<file path="config.mk">
export PLATFORM = sky130hd
export DESIGN_NAME = switch_conditioner_flat
export DESIGN_NICKNAME = d
export VERILOG_FILES = /design/src/rtl/switch_conditioner_pkg.sv /design/src/rtl/switch_conditioner_if.sv /design/src/rtl/switch_conditioner_debounce_bit.sv /design/src/rtl/switch_conditioner.sv /design/src/flat_wrapper.sv
export SDC_FILE = /design/constraint.sdc
export NUM_CORES = 1
export LEC_CHECK = 0
export CAP_MARGIN = 40
export CORE_MARGIN = 10
export CORE_UTILIZATION = 35
export CTS_CLUSTER_SIZE = 25
export DETAILED_ROUTE_END_ITERATION = 10
export GPL_ROUTABILITY_DRIVEN = 0
export PLACE_DENSITY = 0.48
export SLEW_MARGIN = 10
export SYNTH_ARGS = -nofsm -noshare
export SYNTH_HDL_FRONTEND = slang
export SYNTH_HIERARCHICAL = 1
export SYNTH_SLANG_ARGS = --single-unit
</file>
<file path="constraint.sdc">
create_clock -name clk_clk -period 2.5 [get_ports clk_clk]
set_input_delay 0.5 -clock clk_clk [delete_from_list [all_inputs] [get_ports clk_clk]]
set_output_delay 0.5 -clock clk_clk [all_outputs]
set_load 0.005 [all_outputs]
</file>
<file path="src/rtl/switch_conditioner_pkg.sv">
// Shared constants for the slide-switch conditioning stage.
// Board timing: 20 ms of settled level at 50 MHz before a new switch level is accepted.
package switch_cond_pkg;

    localparam int SW_WIDTH                = 10;
    localparam int CLK_HZ                  = 50000000;
    localparam int DEBOUNCE_MS             = 20;
    localparam int DEBOUNCE_CYCLES_DEFAULT = CLK_HZ / 1000 * DEBOUNCE_MS;
    localparam int SIM_DEBOUNCE_CYCLES     = 4;

endpackage

</file>
<file path="src/rtl/switch_conditioner_if.sv">
// Switch-side bundle: raw pins in, clean level / edge pulses / sticky change flag out.
// change_ack is level-sampled each clock; while high the sticky mask keeps only same-cycle flips.
interface switch_conditioner_if
    import switch_cond_pkg::*;
#(
    parameter int WIDTH = SW_WIDTH
);

    logic [WIDTH-1:0] sw_raw;
    logic [WIDTH-1:0] switch_export;
    logic [WIDTH-1:0] sw_rise;
    logic [WIDTH-1:0] sw_fall;
    logic             change_valid;
    logic [WIDTH-1:0] change_mask;
    logic             change_ack;

    modport master (
        input  sw_raw,
        input  change_ack,
        output switch_export,
        output sw_rise,
        output sw_fall,
        output change_valid,
        output change_mask
    );

    modport slave (
        output sw_raw,
        output change_ack,
        input  switch_export,
        input  sw_rise,
        input  sw_fall,
        input  change_valid,
        input  change_mask
    );

endinterface

</file>
<file path="src/rtl/switch_conditioner_debounce_bit.sv">
// One switch bit: two-flop synchroniser, consecutive-mismatch counter, accepted level
// and registered rise/fall pulses that coincide with the level update.
module debounce_bit
    import switch_cond_pkg::*;
#(
    parameter int DEBOUNCE_CYCLES = DEBOUNCE_CYCLES_DEFAULT
) (
    input  logic clk,
    input  logic rst_n,
    input  logic raw,
    output logic stable,
    output logic rise,
    output logic fall,
    output logic flip
);

    localparam int             CNT_W = $clog2(DEBOUNCE_CYCLES + 1);
    localparam logic [CNT_W-1:0] LAST  = CNT_W'(DEBOUNCE_CYCLES - 1);

    logic             s1;
    logic             s2;
    logic [CNT_W-1:0] cnt;

    // High in the cycle the accepted level is about to change.
    assign flip = (s2 != stable) && (cnt == LAST);

    always_ff @(posedge clk or negedge rst_n) begin
        if (!rst_n) begin
            s1     <= 1'b0;
            s2     <= 1'b0;
            cnt    <= '0;
            stable <= 1'b0;
            rise   <= 1'b0;
            fall   <= 1'b0;
        end else begin
            s1   <= raw;
            s2   <= s1;
            rise <= flip & s2;
            fall <= flip & ~s2;
            if (flip) begin
                stable <= s2;
                cnt    <= '0;
            end else if (s2 == stable) begin
                cnt <= '0;
            end else begin
                cnt <= cnt + 1'b1;
            end
        end
    end

endmodule

</file>
<file path="src/rtl/switch_conditioner.sv">
// Debounces WIDTH slide switches independently and keeps a sticky record of which
// bits changed since firmware last acknowledged.
module switch_conditioner
    import switch_cond_pkg::*;
#(
    parameter int WIDTH           = SW_WIDTH,
    parameter int DEBOUNCE_CYCLES = DEBOUNCE_CYCLES_DEFAULT
) (
    input  logic                 clk_clk,
    input  logic                 reset_reset_n,
    switch_conditioner_if.master sw
);

    logic [WIDTH-1:0] level;
    logic [WIDTH-1:0] rise;
    logic [WIDTH-1:0] fall;
    logic [WIDTH-1:0] flip;
    logic [WIDTH-1:0] mask_q;
    logic [WIDTH-1:0] mask_next;
    logic             valid_q;

    for (genvar i = 0; i < WIDTH; i++) begin : g_bit
        debounce_bit #(
            .DEBOUNCE_CYCLES(DEBOUNCE_CYCLES)
        ) u_bit (
            .clk    (clk_clk),
            .rst_n  (reset_reset_n),
            .raw    (sw.sw_raw[i]),
            .stable (level[i]),
            .rise   (rise[i]),
            .fall   (fall[i]),
            .flip   (flip[i])
        );
    end

    // An ack coinciding with a fresh flip keeps that flip pending.
    always_comb begin
        mask_next = mask_q | flip;
        if (sw.change_ack) begin
            mask_next = flip;
        end
    end

    always_ff @(posedge clk_clk or negedge reset_reset_n) begin
        if (!reset_reset_n) begin
            mask_q  <= '0;
            valid_q <= 1'b0;
        end else begin
            mask_q  <= mask_next;
            valid_q <= |mask_next;
        end
    end

    assign sw.switch_export = level;
    assign sw.sw_rise       = rise;
    assign sw.sw_fall       = fall;
    assign sw.change_mask   = mask_q;
    assign sw.change_valid  = valid_q;

endmodule

</file>
<file path="src/flat_wrapper.sv">
// flat-port wrapper written by rule: the top's interface ports become plain ports
module switch_conditioner_flat import switch_cond_pkg::*;
#(
    parameter int WIDTH           = SW_WIDTH,
    parameter int DEBOUNCE_CYCLES = DEBOUNCE_CYCLES_DEFAULT
)
  (clk_clk, reset_reset_n, sw_sw_raw, sw_change_ack, sw_switch_export, sw_sw_rise, sw_sw_fall, sw_change_valid, sw_change_mask);
  switch_conditioner_if #(.WIDTH(WIDTH)) sw_i ();
  input  logic clk_clk;
  input  logic reset_reset_n;
  input wire logic [$bits(sw_i.sw_raw)-1:0] sw_sw_raw;
  input wire logic [$bits(sw_i.change_ack)-1:0] sw_change_ack;
  output wire logic [$bits(sw_i.switch_export)-1:0] sw_switch_export;
  output wire logic [$bits(sw_i.sw_rise)-1:0] sw_sw_rise;
  output wire logic [$bits(sw_i.sw_fall)-1:0] sw_sw_fall;
  output wire logic [$bits(sw_i.change_valid)-1:0] sw_change_valid;
  output wire logic [$bits(sw_i.change_mask)-1:0] sw_change_mask;
  assign sw_i.sw_raw = sw_sw_raw;
  assign sw_i.change_ack = sw_change_ack;
  assign sw_switch_export = sw_i.switch_export;
  assign sw_sw_rise = sw_i.sw_rise;
  assign sw_sw_fall = sw_i.sw_fall;
  assign sw_change_valid = sw_i.change_valid;
  assign sw_change_mask = sw_i.change_mask;
  switch_conditioner #(.WIDTH(WIDTH), .DEBOUNCE_CYCLES(DEBOUNCE_CYCLES)) u_core (.clk_clk(clk_clk), .reset_reset_n(reset_reset_n), .sw(sw_i));
endmodule
</file>
==> run metrics, run 1 <==
Worst Skew=roughly 0.008 ns; DRC viols=0; CP Cell Sequence=nand4_2 > or4_1 > or4_1 > a21oi_1; power density cells=around 650 nW/um2; Comb power frac=2.8%; total track usage=between 10% and 20%; P_sw=between 1.5 and 2 mW; Worst path max stage delay=0.71 ns; total CTS buffers=31; max cap viols=0; Worst-Margin Slew=approximately 0.57 ns; Row Count=67; most frequent CP cell=or4_1; fraction of registers with async set/reset=100%; Synth area leaders=dfrtp_1, xnor2_1, nor2_1; initial antenna violation count=0; post-synth top area share=between 50% and 60%; Max Fclk=between 0.4 and 0.5 GHz; Die Y=between 200 and 250 um; Final Critical Period=about 2.1 ns; number of synthesized flops with an enable pin=0; clock share of power=between 50% and 60%; Worst Setup Start Kind=register; share of post-route cells with drive strength above 1=a little under a tenth; first-pass GRT wire length=around 43000 um; # diodes=0; CP max stage cell=or4_1; Worst EP arrival=between 2 and 3 ns; initial core utilization=35.7%; outcome=finished, final reports clean; Mean Syn Cell Area=between 10 and 15 um2; number of DRC markers in iteration 0=410; Top FF cell, synth=dfrtp_1; Relative slew margins=61.6%; vias in the first global route=~8300; P&R area growth vs syn=18.8%; post-route ant nets=0; synthesized area=approximately 12000 um2; Yosys top cell by area=dfrtp_1; CTS sink cnt=approximately 260; number of port buffers=53; Reg power frac=46.9%; internal power=7.26 mW; clk_lat worst skew=0.54 ns; TritonCTS clock tree=built; final slew viol count=0; htree depth=1; hold slack final=0.346 ns; pin count of the biggest net entering global routing=a little over 60; Synth Net Count=1192; Root Driver=clkbuf_16; Crit Path Category=register to register; GRT overflow=0; CP max FO=8; die area=42300 um2; total power=a little over 9 mW; leakage=5.98 nW; TritonRoute pass-1 iters=4; dpl hpwl=about 17000 um; Final Hold Vio Count=0; Netlist cell types=30; io pins=54; clock-pin slew on the worst setup and hold paths=~0.060 ns; critical path required time=~3.0 ns; Die X-Extent=206 um; maximum vdd ir drop=just over 0.0005 V; Tcrit/Tclk final=a little over four fifths; DR vias=~8400; core footprint=around 34000 um2; TNS Setup=0 ns; endpoints failing setup=0; RSZ-0062 raised after global routing=no; Max clock buf depth=3; sequential fraction of the synthesis area=between 50% and 60%; Final nets=1267; routed wire length=~25000 um; Mapped Cells=~1200; vias per inst=approximately 4.9; crit end category=register; Switching Fraction=a little over a fifth; Synth warnings=6; drt wl/cell=between 10 and 15 um; synthesis-stage register bit count=261; Hold/Removal Path Class=register to register
## logic make-up (layout without fill, tap and decap cells)
group	after synthesis	count (layout)	share of synthesized area [%]
muxes	10	10	0.934
buffers and inverters	91	188	2.94
xor gates and xnor gates	150	150	10.9
DFF	261	261	54.1
and+or+nand+nor	546	546	24.0
AOI/OAI and AO/OA	101	101	6.10
adders and majority gates	10	10	1.04
## power groups by stage
stage               Sequential, mW  Combinational (mW)  Clock (mW)
global route                  4.35               0.302        5.01
detailed placement            4.41               0.270           0
floorplan                     4.40               0.120           0
CTS                           4.34               0.272        4.83
finish                        4.34               0.258        4.66
global placement              4.41               0.269           0
## critical path, delay by kind of cell, from the launching register on
family          cells  cell delay (ns)
compound gates      1             0.15
flops               1             0.45
simple gates        3             1.41
## repair_timing
item,4_1_cts,5_1_grt
resized for setup,0,0
setup endpoints to repair,0,0
hold buffers,1,0
hold endpoints to repair,49,0
setup buffers,0,0
## registers in the layout, indices dropped and copies added (netlist names)
signal / flops
u_core/g_bit.u_bit/s1: 10
u_core/g_bit.u_bit/rise: 10
u_core/g_bit.u_bit/stable: 10
u_core/g_bit.u_bit/s2: 10
u_core/g_bit.u_bit/cnt: 200
u_core/g_bit.u_bit/fall: 10
u_core/sw.change_mask: 10
u_core/sw.change_valid: 1
## path summary, 6_finish.rpt
check,from,end,slack (ns),cells past startpoint
min reg2reg,u_core/g_bit[5].u_bit/s1,u_core/g_bit[5].u_bit/s2,0.35,0
min in group asynchronous,reset_reset_n,u_core/g_bit[0].u_bit/cnt[18],0.46,2
max,u_core/g_bit[6].u_bit/cnt[7],u_core/g_bit[6].u_bit/cnt[17],0.41,4
min,u_core/g_bit[5].u_bit/s1,u_core/g_bit[5].u_bit/s2,0.35,0
max reg2reg,u_core/g_bit[6].u_bit/cnt[7],u_core/g_bit[6].u_bit/cnt[17],0.41,4
max in group asynchronous,reset_reset_n,u_core/g_bit[9].u_bit/cnt[17],1.34,3
## per-layer routing
metal	GRT usage (%)	vias up	wire length, um
li1	-	4221	-
met1	16.7	4015	12300
met2	18.4	121	10900
met3	2.22	44	1090
met4	2.78	0	444
met5	0	-	0
## cell usage in the layout (no fill, tap or decap), drive strengths merged
cell,n
or4,42
dlygate4sd3,1
a21bo,10
nand3,70
and4b,10
and3,10
o21a,10
o2111ai,1
bufinv,4
a21o,10
nand4,30
xor2,20
o31ai,30
xnor2,130
nor2b,10
a21oi,30
nand2,40
clkdlybuf4s50,52
nor4,63
dfrtp,261
inv,52
nor2,201
nand3b,10
o21ba,10
mux2,10
clkinv,8
ha,10
clkinvlp,2
and2,10
buf,29
clkbuf,40
nor3,50
## metrics by stage
stage               std cells  utilization, %  cell area, um2  setup slack (ns)
floorplan                1169               -           12100             0.601
global placement         1658            39.2           13200             0.486
detailed placement       1658            39.2           13200             0.432
CTS                      1714            42.4           14300             0.396
global route             1714            42.4           14300             0.269
finish                   1714            42.4           14300             0.411
## cells in the mapped netlist (20+ instances only)
library cell,n
or4_1,42
nor3_1,50
xor2_1,20
nor2_1,201
nand3_1,70
dfrtp_1,261
clkbuf_1,30
a21oi_1,30
nand2_1,40
o31ai_1,30
nor4_1,63
nand4_2,20
inv_1,50
xnor2_1,130
## layout make-up
| type | instances | area [um2] |
|---|---|---|
| well taps | 448 | 561 |
| repair buffers | 82 | 793 |
| clock inverters | 15 | 184 |
| flip-flops and latches | 261 | 6530 |
| fillers | 3187 | 19500 |
| inverters | 51 | 191 |
| clock buffers | 40 | 890 |
| multi-input cells | 817 | 5180 |
No activity file was read; power rests on OpenSTA's default activity.
==> inputs of run 2 (changes only) <==
==> constraint.sdc (replaced) <==
create_clock -name clk_clk -period 2.18 [get_ports clk_clk]
set_input_delay 0.436 -clock clk_clk [delete_from_list [all_inputs] [get_ports clk_clk]]
set_output_delay 0.436 -clock clk_clk [all_outputs]
set_load 0.005 [all_outputs]
==> run metrics, run 2 (same netlist as run 1, synthesis figures left out) <==
outcome=finished, final reports clean; critical path required time=approximately 2.7 ns; met1 Use GR=roughly 17%; Max clock buf depth=3; Tcrit/Tclk final=95.0%; share of post-route cells with drive strength above 1=10.4%; Util after Layout=42.9%; post-route design area=roughly 14000 um2; number of DRC markers in iteration 0=394; total CTS buffers=31; # diodes=0; beginning of the critical path=u_core/g_bit[2].u_bit/cnt[7]; GRT overflow=0; initial antenna violation count=0; RSZ-0062 raised after global routing=no; Die Y=~200 um; non-filler instance count after layout=~1700; Worst Skew=roughly 0.016 ns; initial core utilization=35.7%; CTS sink cnt=approximately 260; io pins=54; final slew viol count=0; DRC viols=0; TritonRoute pass-1 iters=7; maximum vdd ir drop=a little under 0.0006 V; htree depth=1; dpl cell area=roughly 13000 um2; TNS Setup=0 ns; vias per inst=4.90; max FFs per register=200; hold path startpoint=sw_sw_raw[0]; core footprint=33800 um2; worst slack at placement=between 0.1 and 0.15 ns; Max Fclk=around 0.48 GHz; GRT busiest layer=met2; vias in the first global route=between 8000 and 9000; TritonCTS clock tree=built; dpl hpwl=17100 um; post-route ant nets=0; crit end category=register; pin count of the biggest net entering global routing=70; first-pass GRT wire length=43200 um; Final Critical Period=~2.1 ns; number of port buffers=53; met3 usage=~2.2%; power density cells=~730 nW/um2; Worst EP arrival=2.55 ns; total power=approximately 11 mW; clk_lat worst skew=about 0.55 ns; max cap viols=0; setup ws final=around 0.11 ns; die area=~42000 um2; met2 Use GR=19.1%; DR vias=approximately 8500; endpoints failing setup=0; routed wire length=25100 um; Root Driver=clkbuf_16; total track usage=12.1%; Hold/Removal Path Class=input port to register; Most flops, register=u_core/g_bit.u_bit/cnt; Worst-Margin Slew=roughly 0.43 ns; Final Hold Vio Count=0; drt wl/cell=14.5 um; P&R area growth vs syn=20.0%; Worst Setup Start Kind=register; commonest non-fill, non-tap cell in the layout=dfrtp_1; commonest non-fill, non-tap cells in the layout=dfrtp_1, nor2_1, xnor2_1, nand3_1, nor4_1; placed cell count=around 1700; clock-pin slew on the worst setup and hold paths=0.06 ns; postcts setup bufs=0; Relative slew margins=between 70% and 80%; Final nets=1285; Crit Path Category=register to register; CP max FO=8; Row Count=67; Die X-Extent=206 um; leakage=roughly 6.1 nW; reg-to-reg startpoint=u_core/g_bit[2].u_bit/cnt[7]; hold slack final=between 0.3 and 0.4 ns
## run 2: cell types whose count changed in the layout (fill, tap and decap cells not counted), moves of 2 or more
cell / delta
buf_12: +2
buf_4: +16
clkinv_2: -3
clkbuf_1: +6
or4_1: -5
or4_4: +5
## run 2: routing by layer
metal,vias up,part of all wire (%)
met1,4084,50
met2,105,44
met3,36,3.9
li1,4270,-
met4,0,2.0
met5,-,0
## run 2: final timing paths
path / endpoint / slack, ns / cells past startpoint
worst max-delay path: u_core/g_bit[2].u_bit/cnt[19] / 0.11 / 4
worst min-delay path: u_core/g_bit[0].u_bit/s1 / 0.32 / 1
worst max register to register: u_core/g_bit[2].u_bit/cnt[19] / 0.11 / 4
worst min register to register: u_core/g_bit[4].u_bit/s2 / 0.35 / 0
max in group asynchronous: u_core/g_bit[4].u_bit/cnt[14] / 1.10 / 3
min in group asynchronous: u_core/g_bit[0].u_bit/cnt[19] / 0.36 / 2
## run 2: what timing repair did
action,4_1_cts,5_1_grt
hold buffers,1,0
gates resized for setup,0,5
hold endpoints to repair,35,0
endpoints found under the setup margin,0,9
## run 2: power breakdown
group	internal [mW]	switching, mW	total (mW)
registers	4.91	0.0650	4.98
logic	0.113	0.205	0.318
clock network	3.22	1.99	5.21
total	8.25	2.26	10.5
## run 2: area by class of cell
class	instances	area, um2
Inverter	51	191
Multi-Input combinational cell	817	5200
Sequential cell	261	6530
Clock buffer	46	912
Tap cell	448	561
Timing Repair Buffer	100	953
Fill cell	3195	19300
Clock inverter	10	131
## run 2: critical path: stages (launching register included)
cell and delay [ns]:
dfrtp_1 0.46, nand4_2 0.18, or4_1 0.69, or4_1 0.51, a21oi_1 0.16
